--- src/rtl/stopwatch_ctrl.sv ---
`timescale 1ns/1ps
// stopwatch_ctrl: control block for a stopwatch with start/stop and clear buttons.
// It synchronizes and debounces the raw buttons, runs the IDLE/RUN/PAUSE state
// machine, and produces the count tick and clear pulses for the time counter
// datapath, plus the display digit scan index.
// Optional lap feature: define STOPWATCH_LAP_EN so that a clear press in RUN
// toggles lap_hold instead of clearing. Without the macro, lap_hold is tied low.
module stopwatch_ctrl #(
  parameter int DEB_CYCLES = 1000000,
  parameter int TICK_DIV   = 1000000,
  parameter int SCAN_DIV   = 100000
) (
  input  logic       clk,
  input  logic       reset,
  input  logic       start_stop,
  input  logic       clear,
  output logic       count_en,
  output logic       count_clr,
  output logic       running,
  output logic [1:0] state,
  output logic [1:0] scan_sel,
  output logic       lap_hold
);

  localparam int DEB_W  = (DEB_CYCLES > 1) ? $clog2(DEB_CYCLES) : 1;
  localparam int TICK_W = (TICK_DIV > 1)   ? $clog2(TICK_DIV)   : 1;
  localparam int SCAN_W = (SCAN_DIV > 1)   ? $clog2(SCAN_DIV)   : 1;

  localparam logic [DEB_W-1:0]  DEB_LAST  = DEB_W'(DEB_CYCLES - 1);
  localparam logic [TICK_W-1:0] TICK_LAST = TICK_W'(TICK_DIV - 1);
  localparam logic [SCAN_W-1:0] SCAN_LAST = SCAN_W'(SCAN_DIV - 1);

  // Button lanes: bit 0 is start/stop, bit 1 is clear.
  localparam int BTN_SS  = 0;
  localparam int BTN_CLR = 1;

  typedef enum logic [1:0] {
    ST_IDLE  = 2'b00,
    ST_RUN   = 2'b01,
    ST_PAUSE = 2'b10
  } state_t;

  logic [1:0]        btn_p0;
  logic [1:0]        btn_p1;
  logic [1:0]        btn_level;
  logic [1:0]        btn_press;
  logic [DEB_W-1:0]  deb_cnt [2];

  state_t            state_q;
  state_t            state_d;
  logic              clr_d;

  logic [TICK_W-1:0] tick_cnt;
  logic [SCAN_W-1:0] scan_cnt;

`ifdef STOPWATCH_LAP_EN
  logic              lap_tgl;
  logic              lap_q;
`endif

  // Two-flop synchronizer for both raw buttons.
  always_ff @(posedge clk or negedge reset) begin
    if (!reset) begin
      btn_p0 <= 2'b00;
      btn_p1 <= 2'b00;
    end else begin
      btn_p0 <= {clear, start_stop};
      btn_p1 <= btn_p0;
    end
  end

  // Debounce: flip the accepted level only after DEB_CYCLES consecutive
  // disagreeing samples; a single agreeing sample restarts the count.
  // A press pulse is emitted only on the 0->1 flip.
  always_ff @(posedge clk or negedge reset) begin
    if (!reset) begin
      btn_level <= 2'b00;
      btn_press <= 2'b00;
      for (int i = 0; i < 2; i++) begin
        deb_cnt[i] <= '0;
      end
    end else begin
      for (int i = 0; i < 2; i++) begin
        btn_press[i] <= 1'b0;
        if (btn_p1[i] != btn_level[i]) begin
          if (deb_cnt[i] == DEB_LAST) begin
            btn_level[i] <= btn_p1[i];
            btn_press[i] <= btn_p1[i];
            deb_cnt[i]   <= '0;
          end else begin
            deb_cnt[i] <= deb_cnt[i] + DEB_W'(1);
          end
        end else begin
          deb_cnt[i] <= '0;
        end
      end
    end
  end

  // Next-state decode: clear outranks start/stop when both press together.
  always_comb begin
    state_d = state_q;
    clr_d   = 1'b0;
`ifdef STOPWATCH_LAP_EN
    lap_tgl = 1'b0;
`endif
    if (btn_press[BTN_CLR]) begin
`ifdef STOPWATCH_LAP_EN
      if (state_q == ST_RUN) begin
        lap_tgl = 1'b1;
      end else begin
        state_d = ST_IDLE;
        clr_d   = 1'b1;
      end
`else
      state_d = ST_IDLE;
      clr_d   = 1'b1;
`endif
    end else if (btn_press[BTN_SS]) begin
      case (state_q)
        ST_IDLE:  state_d = ST_RUN;
        ST_RUN:   state_d = ST_PAUSE;
        ST_PAUSE: state_d = ST_RUN;
        default:  state_d = ST_IDLE;
      endcase
    end
  end

  // State register with registered running flag and clear pulse.
  always_ff @(posedge clk or negedge reset) begin
    if (!reset) begin
      state_q   <= ST_IDLE;
      running   <= 1'b0;
      count_clr <= 1'b0;
    end else begin
      state_q   <= state_d;
      running   <= (state_d == ST_RUN);
      count_clr <= clr_d;
    end
  end

  // Tick prescaler: advances only while staying in RUN, so a pause keeps the
  // partial tick and the resume finishes it; leaving to IDLE zeroes it.
  // Because it only advances when the next state is RUN, count_en can never
  // coincide with a pause, an idle state, or a count_clr pulse.
  always_ff @(posedge clk or negedge reset) begin
    if (!reset) begin
      tick_cnt <= '0;
      count_en <= 1'b0;
    end else begin
      count_en <= 1'b0;
      if ((state_q == ST_RUN) && (state_d == ST_RUN)) begin
        if (tick_cnt == TICK_LAST) begin
          tick_cnt <= '0;
          count_en <= 1'b1;
        end else begin
          tick_cnt <= tick_cnt + TICK_W'(1);
        end
      end else if (state_d == ST_IDLE) begin
        tick_cnt <= '0;
      end
    end
  end

  // Display scan: step the digit index once every SCAN_DIV cycles, always.
  always_ff @(posedge clk or negedge reset) begin
    if (!reset) begin
      scan_cnt <= '0;
      scan_sel <= 2'b00;
    end else if (scan_cnt == SCAN_LAST) begin
      scan_cnt <= '0;
      scan_sel <= scan_sel + 2'b01;
    end else begin
      scan_cnt <= scan_cnt + SCAN_W'(1);
    end
  end

`ifdef STOPWATCH_LAP_EN
  // Lap freeze flag: toggled by clear in RUN, dropped by any real clear.
  always_ff @(posedge clk or negedge reset) begin
    if (!reset) begin
      lap_q <= 1'b0;
    end else if (clr_d) begin
      lap_q <= 1'b0;
    end else if (lap_tgl) begin
      lap_q <= ~lap_q;
    end
  end

  assign lap_hold = lap_q;
`else
  assign lap_hold = 1'b0;
`endif

  assign state = state_q;

endmodule
--- config.mk ---
export PLATFORM = sky130hd
export DESIGN_NAME = stopwatch_ctrl
export DESIGN_NICKNAME = d
export VERILOG_FILES = /design/src/rtl/stopwatch_ctrl.sv
export SDC_FILE = /design/constraint.sdc
export NUM_CORES = 1
export LEC_CHECK = 0
export BUFFER_PORTS_ARGS = -buffer_cell sky130_fd_sc_hd__buf_2
export CAP_MARGIN = 20
export CORE_MARGIN = 2
export CORE_UTILIZATION = 56
export DETAILED_ROUTE_END_ITERATION = 10
export PLACE_DENSITY = 0.82
export SLEW_MARGIN = 20
export SYNTH_ARGS = -nofsm -noshare
export SYNTH_HDL_FRONTEND = slang
export SYNTH_SLANG_ARGS = --single-unit
export TNS_END_PERCENT = 1
--- constraint.sdc ---
create_clock -name clk -period 2 [get_ports clk]
set_input_delay 0.4 -clock clk [delete_from_list [all_inputs] [get_ports clk]]
set_output_delay 0.4 -clock clk [all_outputs]
set_load 0.01 [all_outputs]
==> results.json <==
{
  "run_status": "completed",
  "clkPwrFrac": 0.373,
  "synth_enable_flop_cells": 0,
  "hold_path.class": "primary input to async pin",
  "rsz0062_at_grt": "true",
  "internal-power_w": 0.00242,
  "gp_congestion": 0.861,
  "setup_tns_ns": 0,
  "coreArea_um2": 7610,
  "vias": 3249,
  "hold_viol": 0,
  "seqPwrFrac": 0.602,
  "synth-main-ff-cell": "dfrtp_1",
  "min_period_over_period": 0.986,
  "drc": 0,
  "arrival_ns": 2.20,
  "grt_pass1_wl_mm": 14.2,
  "hpwl_mm": 5.39,
  "die_w_um": 92.0,
  "ys_warn_count": 0,
  "viasPerCell": 5.65,
  "io_buffers": 10,
  "routed_wl_mm": 8.13,
  "combinationalPowerShare": 0.026,
  "syn_avg_cell_area_um2": 9.98,
  "crit_required_ns": 2.23,
  "critical-path-max-stage-delay_ns": 0.55,
  "grt_pass1_vias": 3163,
  "clock_skew_ns": 0.0101,
  "dr.first_iter.drc_count": 180,
  "worstSkewPairLatency_ns": 0.36,
  "synth-seq-cells": 92,
  "maxSlewViolCount": 0,
  "overflow": 0,
  "finalSetupViolCount": 0,
  "grt_max_degree": 93,
  "p_switching_w": 0.000714,
  "wl_per_cell_um": 14.1,
  "io_pins": 12,
  "peakVddDrop_uv": 519,
  "area_growth_pct": 13.2,
  "antenna_found_initial": 0,
  "critPathMaxFanout": 7,
  "path_common_cell": "a41oi_2",
  "h-tree-depth": 3,
  "grt_use_total": 0.208,
  "ys_seq_area_frac": 0.531,
  "die_area_um2": 8460,
  "final_util": 0.645,
  "powerDensity_nw_per_um2": 639,
  "maxCapViolations": 0,
  "start_util": 0.570,
  "ant_nets": 0,
  "cp_cell_sequence": "or4_4 > nor4_4 > a41oi_2 > buf_6 > a41oi_2 > a31oi_1",
  "worstSetupEndpointType": "register",
  "clkTransAtPathRegs_ns": 0.09,
  "cts-root-buf": "clkbuf_8",
  "final_common_cell": "dfrtp_1",
  "mostFrequentLayoutCells": "92 x dfrtp_1, 59 x nor2_1, 40 x nand2_1",
  "synth_fp_nets": 442,
  "cp_slowest_cell": "or4_4",
  "p_sw_frac": 0.228,
  "leakagePower_nw": 2.14,
  "clock_sinks": 92,
  "drive_gt1_frac": 0.137,
  "cts_tree": "built",
  "syn_area_um2": 4330,
  "die_h_um": 92.0,
  "clock.fmax_ghz": 0.507,
  "nets": 476,
  "hold_ws_ns": 0.0452,
  "cts_buffers": 9,
  "path_class": "register to register",
  "synthArstFlopShare": 1.00,
  "cp-start-kind": "register",
  "ys_types": 44,
  "rows": 32,
  "cts.path.max_buffers": 2,
  "antenna_cells": 0,
  "first_pass_iters": 4,
  "fin_crit_ns": 1.97,
  "syn_inst": 434,
  "nFillCells": 595
}
worst paths after layout:
| check | depth (start not counted) | slack (ns) | startpoint | endpoint |
|---|---|---|---|---|
| min in group clk | 1 | 0.14 | clear | btn_p0[1]$_DFF_PN0_ |
| worst max-delay path | 6 | 0.03 | tick_cnt[7]$_DFFE_PN0P_ | tick_cnt[14]$_DFFE_PN0P_ |
| worst max register to register | 6 | 0.03 | tick_cnt[7]$_DFFE_PN0P_ | tick_cnt[14]$_DFFE_PN0P_ |
| max in group asynchronous | 2 | 1.55 | reset | tick_cnt[15]$_DFFE_PN0P_ |
| worst min register to register | 0 | 0.35 | btn_p0[0]$_DFF_PN0_ | btn_p1[0]$_DFF_PN0_ |
| worst min-delay path | 2 | 0.05 | reset | deb_cnt[37]$_DFF_PN0_ |
power groups by stage:
stage | Clock (W) | Sequential, W | Combinational [W]
final | 0.00117 | 0.00188 | 0.0000800
after global routing | 0.00127 | 0.00189 | 0.0000939
after CTS | 0.00120 | 0.00188 | 0.0000840
after detailed placement | 0 | 0.00192 | 0.0000821
after global placement | 0 | 0.00192 | 0.0000794
after floorplan | 0 | 0.00192 | 0.0000277
worst max-delay path, delay by kind of cell, from the launching register on:
| family | cells | cell delay (ns) |
|---|---|---|
| buf+inv | 1 | 0.19 |
| compound gates | 3 | 0.43 |
| flops | 1 | 0.39 |
| simple gates | 2 | 0.84 |
repair_timing:
action,in CTS,in global routing
setup buffers,0,1
endpoints found under the setup margin,1,11
pin swaps,0,6
resized for setup,1,10
cloned,0,1
hold buffers,0,0
area by class of cell:
cell class / instances / area, µm² / area share
timing repair buffer: 39 / 290 / 0.0592
inverter: 8 / 30.0 / 0.00612
tap: 102 / 128 / 0.0260
multi-input combinational: 318 / 1970 / 0.401
clock inverter: 4 / 31.3 / 0.00638
clock buffer: 12 / 155 / 0.0316
sequential: 92 / 2300 / 0.470
stage by stage:
stage	setup slack [ns]	cell area, µm²	total power, W	instances
after floorplan	0.108	4330	0.00195	434
after global placement	0.0688	4650	0.00200	557
after detailed placement	0.00360	4650	0.00200	557
after CTS	0.0331	4850	0.00317	573
after global routing	-0.0848	4900	0.00325	575
final	0.0271	4900	0.00313	575
registers in the layout (all words and copies together), names as in the netlist:
| signal | flops |
|---|---|
| btn_level | 2 |
| btn_p0 | 2 |
| btn_p1 | 2 |
| btn_press | 2 |
| count_clr | 1 |
| count_en | 1 |
| deb_cnt | 40 |
| running | 1 |
| scan_cnt | 17 |
| scan_sel | 2 |
| state | 2 |
| tick_cnt | 20 |
cells by family (layout without fill, tap and decap cells):
family	count (synthesis)	count (layout)	share of synthesized area
simple gates	217	217	0.257
flops	92	92	0.531
xor+xnor	56	56	0.113
compound gates	38	38	0.0560
buf+inv	24	63	0.0248
fa+ha+maj	4	4	0.0116
mux	2	2	0.00520
other cells	1	1	0.000865
synthesized netlist by cell type (all sizes together), types with 4 or more instances:
master	instances	area, µm²
a21oi	9	45.0
a31oi	7	43.8
and2	5	31.3
and3	12	75.1
and4	5	43.8
buf	7	43.8
clkbuf	9	33.8
dfrtp	92	2300
ha	4	50.1
inv	8	30.0
nand2	40	150
nand3	31	155
nand4	18	113
nor2	59	221
nor3	12	60.1
nor4	5	37.5
nor4b	4	35.0
o21ai	12	60.1
or3	7	43.8
xnor2	26	228
xor2	30	263
routing by layer:
metal  wire length (µm)  vias to the layer above  share of wire  GRT usage
li1                   -                     1578              -          -
met1               3770                     1600           0.46      0.272
met4                163                        0          0.020     0.0771
met2               3910                       56           0.48      0.338
met5                  0                        -              0          0
met3                285                       15          0.035     0.0534
No activity file was read; power rests on OpenSTA's default activity.
